===== config.mk =====
export PLATFORM = sky130hd
export DESIGN_NAME = multi_edge_detector
export DESIGN_NICKNAME = d
export VERILOG_FILES = /design/src/rtl/multi_edge_detector.sv
export SDC_FILE = /design/constraint.sdc
export NUM_CORES = 1
export LEC_CHECK = 0
export BUFFER_PORTS_ARGS = -buffer_cell sky130_fd_sc_hd__clkbuf_2
export CORE_ASPECT_RATIO = 0.75
export CORE_UTILIZATION = 40
export CTS_CLUSTER_DIAMETER = 40
export DETAILED_ROUTE_END_ITERATION = 8
export PLACE_DENSITY = 0.61
export SYNTH_ARGS = -nofsm -noshare
export SYNTH_HDL_FRONTEND = slang
export SYNTH_SLANG_ARGS = --single-unit

===== constraint.sdc =====
create_clock -name clk -period 1.7 [get_ports clk]
set_input_delay 0.085 -clock clk [delete_from_list [all_inputs] [get_ports clk]]
set_output_delay 0.085 -clock clk [all_outputs]
set_load 0.005 [all_outputs]

===== src/rtl/multi_edge_detector.sv =====
// Multi-channel edge detector: per-channel synchroniser, stability filter,
// registered edge pulses, mode-gated capture into a sticky pending flag and a
// saturating edge counter. irq_o is the OR of all pending flags.
module multi_edge_detector #(
  parameter int unsigned NUM_CH      = 4,
  parameter int unsigned SYNC_STAGES = 2,
  parameter int unsigned FILT_CYCLES = 3,
  parameter int unsigned CNT_W       = 8
) (
  input  logic                    clk,
  input  logic                    reset,
  input  logic [NUM_CH-1:0]       a_i,
  input  logic [2*NUM_CH-1:0]     mode_i,
  input  logic [NUM_CH-1:0]       clear_i,
  output logic [NUM_CH-1:0]       rising_edge_o,
  output logic [NUM_CH-1:0]       falling_edge_o,
  output logic [NUM_CH-1:0]       pending_o,
  output logic                    irq_o,
  output logic [NUM_CH*CNT_W-1:0] count_o
);

  // Filter counter only ever reaches FILT_CYCLES-1, so clog2 bits suffice.
  localparam int unsigned     FCW       = (FILT_CYCLES > 1) ? $clog2(FILT_CYCLES) : 1;
  localparam logic [FCW-1:0]  FILT_LAST = FCW'(FILT_CYCLES - 1);
  localparam logic [FCW-1:0]  FC_ONE    = FCW'(1);
  localparam logic [CNT_W-1:0] CNT_MAX  = '1;
  localparam logic [CNT_W-1:0] CNT_ONE  = CNT_W'(1);

  genvar n;
  generate
    for (n = 0; n < NUM_CH; n++) begin : g_ch
      logic [SYNC_STAGES-1:0] sync_q;
      logic                   sync_val;
      logic                   lvl_q;
      logic [FCW-1:0]         fcnt_q;
      logic                   rise_q;
      logic                   fall_q;
      logic                   capture;
      logic                   pend_q;
      logic [CNT_W-1:0]       cnt_q;

      // Synchroniser chain; the last stage is the channel's sync value
      always_ff @(posedge clk or posedge reset) begin
        if (reset) sync_q <= '0;
        else       sync_q <= {sync_q[SYNC_STAGES-2:0], a_i[n]};
      end

      assign sync_val = sync_q[SYNC_STAGES-1];

      // Stability filter: accept a new level after FILT_CYCLES differing samples
      always_ff @(posedge clk or posedge reset) begin
        if (reset) begin
          lvl_q  <= 1'b0;
          fcnt_q <= '0;
          rise_q <= 1'b0;
          fall_q <= 1'b0;
        end else begin
          rise_q <= 1'b0;
          fall_q <= 1'b0;
          if (sync_val == lvl_q) begin
            fcnt_q <= '0;
          end else if (fcnt_q < FILT_LAST) begin
            fcnt_q <= fcnt_q + FC_ONE;
          end else begin
            lvl_q  <= sync_val;
            fcnt_q <= '0;
            rise_q <= sync_val;
            fall_q <= ~sync_val;
          end
        end
      end

      // A pulse counts as an event only if its type is enabled right now
      always_comb begin
        capture = (rise_q & mode_i[2*n]) | (fall_q & mode_i[2*n+1]);
      end

      // Pending flag and saturating counter; a capture outranks a clear
      always_ff @(posedge clk or posedge reset) begin
        if (reset) begin
          pend_q <= 1'b0;
          cnt_q  <= '0;
        end else if (capture) begin
          pend_q <= 1'b1;
          if (clear_i[n])           cnt_q <= CNT_ONE;
          else if (cnt_q != CNT_MAX) cnt_q <= cnt_q + CNT_ONE;
        end else if (clear_i[n]) begin
          pend_q <= 1'b0;
          cnt_q  <= '0;
        end
      end

      assign rising_edge_o[n]              = rise_q;
      assign falling_edge_o[n]             = fall_q;
      assign pending_o[n]                  = pend_q;
      assign count_o[n*CNT_W +: CNT_W]     = cnt_q;
    end
  endgenerate

  // Interrupt straight from the pending registers, no extra stage
  always_comb begin
    irq_o = |pending_o;
  end

endmodule


==> run summary, run 1 <==
OUTCOME
--------------------------------------------------------------------------------------
Run status .............................................................. complete, no violations

SYNTHESIS
--------------------------------------------------------------------------------------
Mapped Nets .............................................................          280
Number of synthesized flops with an enable pin ..........................            0
Gate count after technology mapping .....................................          258
Share of synthesized flip-flops with an asynchronous set or reset .......         100%
Synth Warn # ............................................................            0
Top cells by area, synth ................................................ sky130_fd_sc_hd__dfrtp_1 56%, sky130_fd_sc_hd__buf_4 3.1%, sky130_fd_sc_hd__nor2_1 3.1%
Average cell area after synthesis .......................................     11.1 um2
Synth cell types ........................................................           43
Sequential cell area fraction in the yosys report .......................        55.9%
Predominant post-synthesis flop cell .................................... sky130_fd_sc_hd__dfrtp_1
Post-synthesis instance area ............................................     2870 um2
Leading area contributor after synthesis ................................ sky130_fd_sc_hd__dfrtp_1
Number of synthesized register bits .....................................           64
Proportion of netlist area held by the largest area contributor .........        55.9%

CLOCK TREE
--------------------------------------------------------------------------------------
CTS sink count ..........................................................           64
Longest Clk Path Bufs ...................................................            2
Cts hold-fix bufs .......................................................            5
Clk_lat worst skew ......................................................       330 ps
Setup Buffers After CTS .................................................            0
Clock slew at the register clock pins of the worst setup and hold paths .        70 ps
Number of gates resized after cts .......................................            0
Cts bufs inserted .......................................................            9
Deepest level of the CTS H-tree .........................................            3
CTS tree ................................................................        built
Buffer cell driving the clock tree root ................................. sky130_fd_sc_hd__clkbuf_8

PLACE
--------------------------------------------------------------------------------------
Pre-CTS WS ..............................................................       193 ps
Post-detail-place hpwl ..................................................      3800 um
Number of buffers inserted by port buffering ............................           62
Routability congestion estimate from global placement ...................        0.862

FINISH
--------------------------------------------------------------------------------------
Nets@finish .............................................................          344
Antenna Cells ...........................................................            0
Layout-stage area growth over the synthesis result ......................        20.2%
Fraction of layout cells with a size suffix above 1 .....................        27.6%
Util after Layout .......................................................        50.2%

CRITICAL PATH
--------------------------------------------------------------------------------------
Ordered cell list for the critical path ................................. ha_1 > nand3_1 > o211ai_1 > o21a_1 > o21a_1
Largest delay contributor family on the critical path ................... compound AO/OA/AOI/OAI gates
Max FO, Critical Path ...................................................            6
Cell occurring most often along the worst timing path ................... sky130_fd_sc_hd__o21a_1
Data arrival time of the critical path ..................................      1750 ps
Critical Path Source .................................................... g_ch[1].cnt_q[0]$_DFFE_PP0P_
Worst path bufs/invs ....................................................            0
Crit path largest cell delay ............................................       430 ps
Category of the critical setup timing path .............................. flop to flop
Data required time of the critical path .................................      1920 ps
Type of element capturing the critical path .............................         flop
Critical R2R Launch ..................................................... g_ch[1].cnt_q[0]$_DFFE_PP0P_
Nature of the critical path startpoint ..................................         flop
Slowest cell on the critical path ....................................... sky130_fd_sc_hd__dfrtp_1

GLOBAL ROUTING
--------------------------------------------------------------------------------------
Antenna violations before repair ........................................            0
First-pass GRT wire length ..............................................      8890 um
GR Util All Layers ......................................................        15.7%
Pin count of the biggest net entering global routing ....................           31
Vias in the first global route ..........................................         1918
Total grt overflow ......................................................            0

FLOORPLANNING
--------------------------------------------------------------------------------------
Starting density of the core ............................................        41.8%
Area enclosed by the die boundary .......................................     7510 um2
Core Footprint ..........................................................     6860 um2
X dimension of the die ..................................................      99.8 um
I/O pin cnt .............................................................           63
Rows ....................................................................           26
Y dimension of the die ..................................................      75.3 um

TIMING
--------------------------------------------------------------------------------------
Worst clock skew ........................................................      8.71 ps
Worst Tran Pin Value ....................................................       425 ps
WHS .....................................................................      44.3 ps
Period minus WS final ...................................................      1530 ps
Min setup slack post-route ..............................................       166 ps
Worst-case headroom to the max-slew limit ...............................        71.6%
RSZ-0062 raised after global routing ....................................        false
Part of the cycle the worst path needs ..................................        90.3%
Maximum frequency from static timing analysis ...........................      652 MHz
Number of endpoints failing setup at the final stage ....................            0
Final TNS setup .........................................................         0 ps
Number of slew-limit violations in the final report .....................            0
Total count of hold-check failures in the final report ..................            0

ROUTE
--------------------------------------------------------------------------------------
Average routed wire per standard cell ...................................      12.5 um
Via density .............................................................         4.95
Initial DRT Pass Iterations .............................................            4
Total number of vias ....................................................         2099
Number of nets still failing antenna checks after routing ...............            0
Post-detailed-route DRC marker count ....................................            0
Total Wirelength ........................................................      5300 um
Drt initial violations ..................................................           80

POWER AND IR DROP
--------------------------------------------------------------------------------------
Static Leakage ..........................................................      1.68 nW
Worst IR Drop VDD .......................................................     0.628 mV
Power per cell area .....................................................  1050 nW/um2

WORST HOLD PATH
--------------------------------------------------------------------------------------
Hold_sp .................................................................   clear_i[1]
Class of the worst hold path ............................................ input pin to flop

RUN
--------------------------------------------------------------------------------------
Number of maximum-capacitance violations ................................            0

==> report_power, final <==
group | leakage (nW) | switching [mW] | internal, mW | total, mW
Clock | 0.0882 | 0.542 | 0.596 | 1.14
Sequential | 0.857 | 0.192 | 1.74 | 1.93
Combinational | 0.736 | 0.255 | 0.304 | 0.559
Total | 1.68 | 0.989 | 2.64 | 3.63
==> cells in the final DEF, fill, tap and decap left out, types with 7 or more instances in the layout <==
master / count
sky130_fd_sc_hd__a21oi_1: 7
sky130_fd_sc_hd__clkbuf_2: 62
sky130_fd_sc_hd__clkbuf_8: 11
sky130_fd_sc_hd__dfrtp_1: 64
sky130_fd_sc_hd__inv_1: 9
sky130_fd_sc_hd__nand2_1: 10
sky130_fd_sc_hd__nor2_1: 24
sky130_fd_sc_hd__nor3_1: 15
sky130_fd_sc_hd__o21ai_0: 7
sky130_fd_sc_hd__xor2_1: 10
==> sequential cells by signal, summed over array words and instances, names as in the netlist <==
signal / flops
g_ch.lvl_q: 4
g_ch.cnt_q: 32
g_ch.pend_q: 4
g_ch.sync_q: 8
g_ch.fall_q: 4
g_ch.fcnt_q: 8
g_ch.rise_q: 4
==> cell usage after synthesis (4+ instances only) <==
library cell	number
sky130_fd_sc_hd__a211oi_1	5
sky130_fd_sc_hd__nand4_1	5
sky130_fd_sc_hd__buf_4	12
sky130_fd_sc_hd__nand2_1	10
sky130_fd_sc_hd__clkbuf_1	4
sky130_fd_sc_hd__o2111ai_1	5
sky130_fd_sc_hd__mux2i_1	5
sky130_fd_sc_hd__a21oi_1	7
sky130_fd_sc_hd__a22o_1	4
sky130_fd_sc_hd__xor2_1	10
sky130_fd_sc_hd__nor3b_1	6
sky130_fd_sc_hd__nor3_1	15
sky130_fd_sc_hd__and3b_1	6
sky130_fd_sc_hd__xnor2_1	5
sky130_fd_sc_hd__ha_1	4
sky130_fd_sc_hd__and2_1	4
sky130_fd_sc_hd__o21ai_0	7
sky130_fd_sc_hd__o21a_1	4
sky130_fd_sc_hd__dfrtp_1	64
sky130_fd_sc_hd__nand3_1	6
sky130_fd_sc_hd__inv_1	10
sky130_fd_sc_hd__nor2_1	24
==> routing by layer <==
metal | vias up | track usage (%) | routed length (um)
li1 | 1052 | - | -
met1 | 983 | 21.4 | 2770
met2 | 60 | 23.1 | 2180
met3 | 4 | 5.60 | 319
met4 | 0 | 6.37 | 41
met5 | - | 0 | 0
==> cells by family after synthesis <==
group,after synthesis,share of synthesized area [%]
AND/OR/NAND/NOR,92,17.7
multiplexers,8,2.92
XOR/XNOR,15,4.58
adder cells (fa/ha/maj),4,1.75
buffers and inverters,26,4.98
AO/OA/AOI/OAI,49,12.2
flip-flops,64,55.9
==> worst paths after layout <==
| path | endpoint | slack [ps] | depth (start not counted) |
|---|---|---|---|
| max reg2reg | g_ch[1].cnt_q[7]$_DFFE_PP0P_ | 170 | 5 |
| min reg2reg | g_ch[1].sync_q[1]$_DFF_PP0_ | 350 | 0 |
| max | g_ch[1].cnt_q[7]$_DFFE_PP0P_ | 170 | 5 |
| min in group asynchronous | g_ch[3].cnt_q[7]$_DFFE_PP0P_ | 280 | 3 |
| min | g_ch[1].cnt_q[3]$_DFFE_PP0P_ | 40 | 2 |
| max in group asynchronous | g_ch[0].cnt_q[3]$_DFFE_PP0P_ | 850 | 4 |
==> area by class of cell <==
| cell class | count | area (um2) |
|---|---|---|
| clock buffers | 12 | 155 |
| clock inverters | 3 | 17.5 |
| fillers | 642 | 3420 |
| inverters | 10 | 37.5 |
| multi-input cells | 168 | 1120 |
| flip-flops and latches | 64 | 1600 |
| well taps | 98 | 123 |
| repair buffers | 69 | 388 |
==> metrics by stage <==
stage | std cells | cell area, um2 | total power, mW
floorplan | 258 | 2870 | 2.35
global placement | 404 | 3220 | 2.50
detailed placement | 404 | 3220 | 2.52
CTS | 424 | 3440 | 3.69
global route | 424 | 3440 | 3.87
finish | 424 | 3440 | 3.63
Power figures use the tool's default switching activity.
==> inputs of run 2 (changes only) <==
--- a/config.mk
+++ b/config.mk
@@ -6,11 +6,12 @@
 export NUM_CORES = 1
 export LEC_CHECK = 0
 export BUFFER_PORTS_ARGS = -buffer_cell sky130_fd_sc_hd__clkbuf_2
-export CORE_ASPECT_RATIO = 0.75
+export CORE_ASPECT_RATIO = 2
 export CORE_UTILIZATION = 40
 export CTS_CLUSTER_DIAMETER = 40
 export DETAILED_ROUTE_END_ITERATION = 8
 export PLACE_DENSITY = 0.61
+export REMOVE_ABC_BUFFERS = 1
 export SYNTH_ARGS = -nofsm -noshare
 export SYNTH_HDL_FRONTEND = slang
 export SYNTH_SLANG_ARGS = --single-unit
==> run summary, run 2 (synthesis gave the netlist of run 1 again) <==
TIMING
--------------------------------------------------------------------------------------
RSZ-0062 raised after global routing ....................................        false
Final TNS setup .........................................................         0 ps   unchanged
Worst-case headroom to the max-slew limit ...............................        70.7%   -0.90 points
Part of the cycle the worst path needs ..................................        90.5%   +0.27 points
Min setup slack post-route ..............................................       161 ps   -4.51 ps
Maximum frequency from static timing analysis ...........................      650 MHz   -0.29%
Number of endpoints failing setup at the final stage ....................            0   unchanged
Worst Tran Pin Value ....................................................       439 ps   +14.1 ps
Worst clock skew ........................................................      3.64 ps   -5.07 ps
WHS .....................................................................      55.9 ps   +11.6 ps
Total count of hold-check failures in the final report ..................            0   unchanged
Period minus WS final ...................................................      1540 ps   +4.51 ps
Number of slew-limit violations in the final report .....................            0   unchanged

CRITICAL PATH
--------------------------------------------------------------------------------------
Nature of the critical path startpoint ..................................         flop
Category of the critical setup timing path .............................. flop to flop
Type of element capturing the critical path .............................         flop
Critical path depth in cells ............................................            5   unchanged
Max FO, Critical Path ...................................................            6   unchanged
Number of cell instances on the worst register-to-register path .........            5   unchanged
Crit path largest cell delay ............................................       400 ps   -30 ps
Ordered cell list for the critical path ................................. ha_1 > nand4_1 > o21ai_1 > mux2i_1 > nor2_1
Slowest cell on the critical path ....................................... sky130_fd_sc_hd__dfrtp_1
Data required time of the critical path .................................      1900 ps   -20 ps
Worst path bufs/invs ....................................................            0   unchanged
Data arrival time of the critical path ..................................      1740 ps   about the same
Largest delay contributor family on the critical path ...................   flip-flops

FINISH
--------------------------------------------------------------------------------------
Largest registers ranked by flip-flop count ............................. g_ch.cnt_q x32, g_ch.fcnt_q x8, g_ch.sync_q x8
Leading cell types in the layout, fill and taps excluded ................ 64 x sky130_fd_sc_hd__dfrtp_1, 62 x sky130_fd_sc_hd__clkbuf_2, 24 x sky130_fd_sc_hd__nor2_1
Antenna Cells ...........................................................            0   unchanged
Nets@finish .............................................................          344   unchanged
Most common library cell in the layout ignoring fill and taps ........... sky130_fd_sc_hd__dfrtp_1
Final cell area excluding filler cells ..................................     3530 um2   +2.5%
Layout-stage area growth over the synthesis result ......................        23.1%
Number of standard cells in the final layout excluding fillers ..........          416   -1.9%
Largest register FFs ....................................................           32   unchanged
Register name with the most flops .......................................   g_ch.cnt_q
Util after Layout .......................................................        50.9%   +0.67 points
Fraction of layout cells with a size suffix above 1 .....................        26.7%   -0.92 points

CLOCK TREE
--------------------------------------------------------------------------------------
Deepest level of the CTS H-tree .........................................            3   unchanged
Setup Buffers After CTS .................................................            0   unchanged
Clk_lat worst skew ......................................................       330 ps   about the same
Longest Clk Path Bufs ...................................................            2   unchanged
CTS sink count ..........................................................           64   unchanged
Buffer cell driving the clock tree root ................................. sky130_fd_sc_hd__clkbuf_16
Cts bufs inserted .......................................................            9   unchanged
CTS tree ................................................................        built
Clock slew at the register clock pins of the worst setup and hold paths .        50 ps   -20 ps

FLOORPLANNING
--------------------------------------------------------------------------------------
Rows ....................................................................           43   +65%
Area enclosed by the die boundary .......................................     7530 um2   +0.23%
I/O pin cnt .............................................................           63   unchanged
Y dimension of the die ..................................................       122 um   +62%
X dimension of the die ..................................................      61.9 um   -38%
Core Footprint ..........................................................     6940 um2   +1.1%
Starting density of the core ............................................        41.3%   -0.46 points

GLOBAL ROUTING
--------------------------------------------------------------------------------------
Vias in the first global route ..........................................         2071   +8.0%
Total grt overflow ......................................................            0   unchanged
Pin count of the biggest net entering global routing ....................           65   +110%
First-pass GRT wire length ..............................................      9330 um   +4.9%
GR Util All Layers ......................................................        17.2%   +1.5 points
Antenna violations before repair ........................................            0   unchanged

ROUTE
--------------------------------------------------------------------------------------
Drt initial violations ..................................................           66   -18%
Total number of vias ....................................................         2193   +4.5%
Initial DRT Pass Iterations .............................................            4   unchanged
Post-detailed-route DRC marker count ....................................            0   unchanged
Total Wirelength ........................................................      5640 um   +6.4%
Average routed wire per standard cell ...................................      13.6 um   +8.4%
Number of nets still failing antenna checks after routing ...............            0   unchanged
Via density .............................................................         5.27   +6.5%

WORST HOLD PATH
--------------------------------------------------------------------------------------
Worst Hold Path Cells ...................................................            2   unchanged
Class of the worst hold path ............................................ input pin to flop

POWER AND IR DROP
--------------------------------------------------------------------------------------
Overall power of the completed layout ...................................      4.13 mW   +14%
Static Leakage ..........................................................      1.72 nW   +2.5%
Worst IR Drop VDD .......................................................     0.572 mV   -8.9%
Power per cell area .....................................................  1170 nW/um2   +11%

RUN
--------------------------------------------------------------------------------------
Number of maximum-capacitance violations ................................            0   unchanged

PLACE
--------------------------------------------------------------------------------------
Post-detail-place hpwl ..................................................      4060 um   +6.7%
Routability congestion estimate from global placement ...................        0.780   -9.5%
Number of placed instances with taps included ...........................          396   -2.0%
Pre-CTS WS ..............................................................       175 ps   -17.8 ps
Area post-placement .....................................................     3210 um2   -0.31%
Number of buffers inserted by port buffering ............................           62   unchanged

OUTCOME
--------------------------------------------------------------------------------------
Run status .............................................................. complete, no violations

-- run 2: changes by cell type in the layout (fill, tap and decap cells not counted) --
cell,change
sky130_fd_sc_hd__clkbuf_16,+9
sky130_fd_sc_hd__clkbuf_8,-9
sky130_fd_sc_hd__clkbuf_1,+3
sky130_fd_sc_hd__clkinv_2,-2
sky130_fd_sc_hd__clkinvlp_4,-1
-- run 2: routing by layer --
layer  global-route usage, %  share of wire (%)  vias to the layer above
li1                        -                  -                     1051
met1                    18.4                 39                     1081
met2                    28.6                 55                       49
met3                    5.10                3.5                       12
met4                    10.1                2.8                        0
met5                       0                  0                        -
-- run 2: layout make-up --
class	count	area, um2
clock buffers	15	268
fillers	642	3410
inverters	10	37.5
multi-input cells	168	1120
flip-flops and latches	64	1600
well taps	90	113
repair buffers	69	388
-- run 2: final timing paths --
kind                                         startpoint                      endpoint  slack (ps)
setup / recovery           g_ch[2].cnt_q[0]$_DFFE_PP0P_  g_ch[2].cnt_q[1]$_DFFE_PP0P_         160
hold / removal                               clear_i[3]  g_ch[3].cnt_q[3]$_DFFE_PP0P_          60
setup reg to reg           g_ch[2].cnt_q[0]$_DFFE_PP0P_  g_ch[2].cnt_q[1]$_DFFE_PP0P_         160
hold reg to reg             g_ch[1].sync_q[0]$_DFF_PP0_   g_ch[1].sync_q[1]$_DFF_PP0_         350
max in group asynchronous                         reset  g_ch[3].cnt_q[6]$_DFFE_PP0P_        1050
min in group asynchronous                         reset  g_ch[0].cnt_q[5]$_DFFE_PP0P_         350
-- run 2: report_power, final --
| part | switching, mW | internal [mW] |
|---|---|---|
| Sequential | 0.190 | 1.74 |
| Combinational | 0.255 | 0.303 |
| Clock | 0.585 | 1.06 |
-- run 2: timing repair --
action / in CTS / in global routing
hold buffers: 5 / 0
endpoints found under the hold margin: 68 / 0
resized for setup: 0 / 0
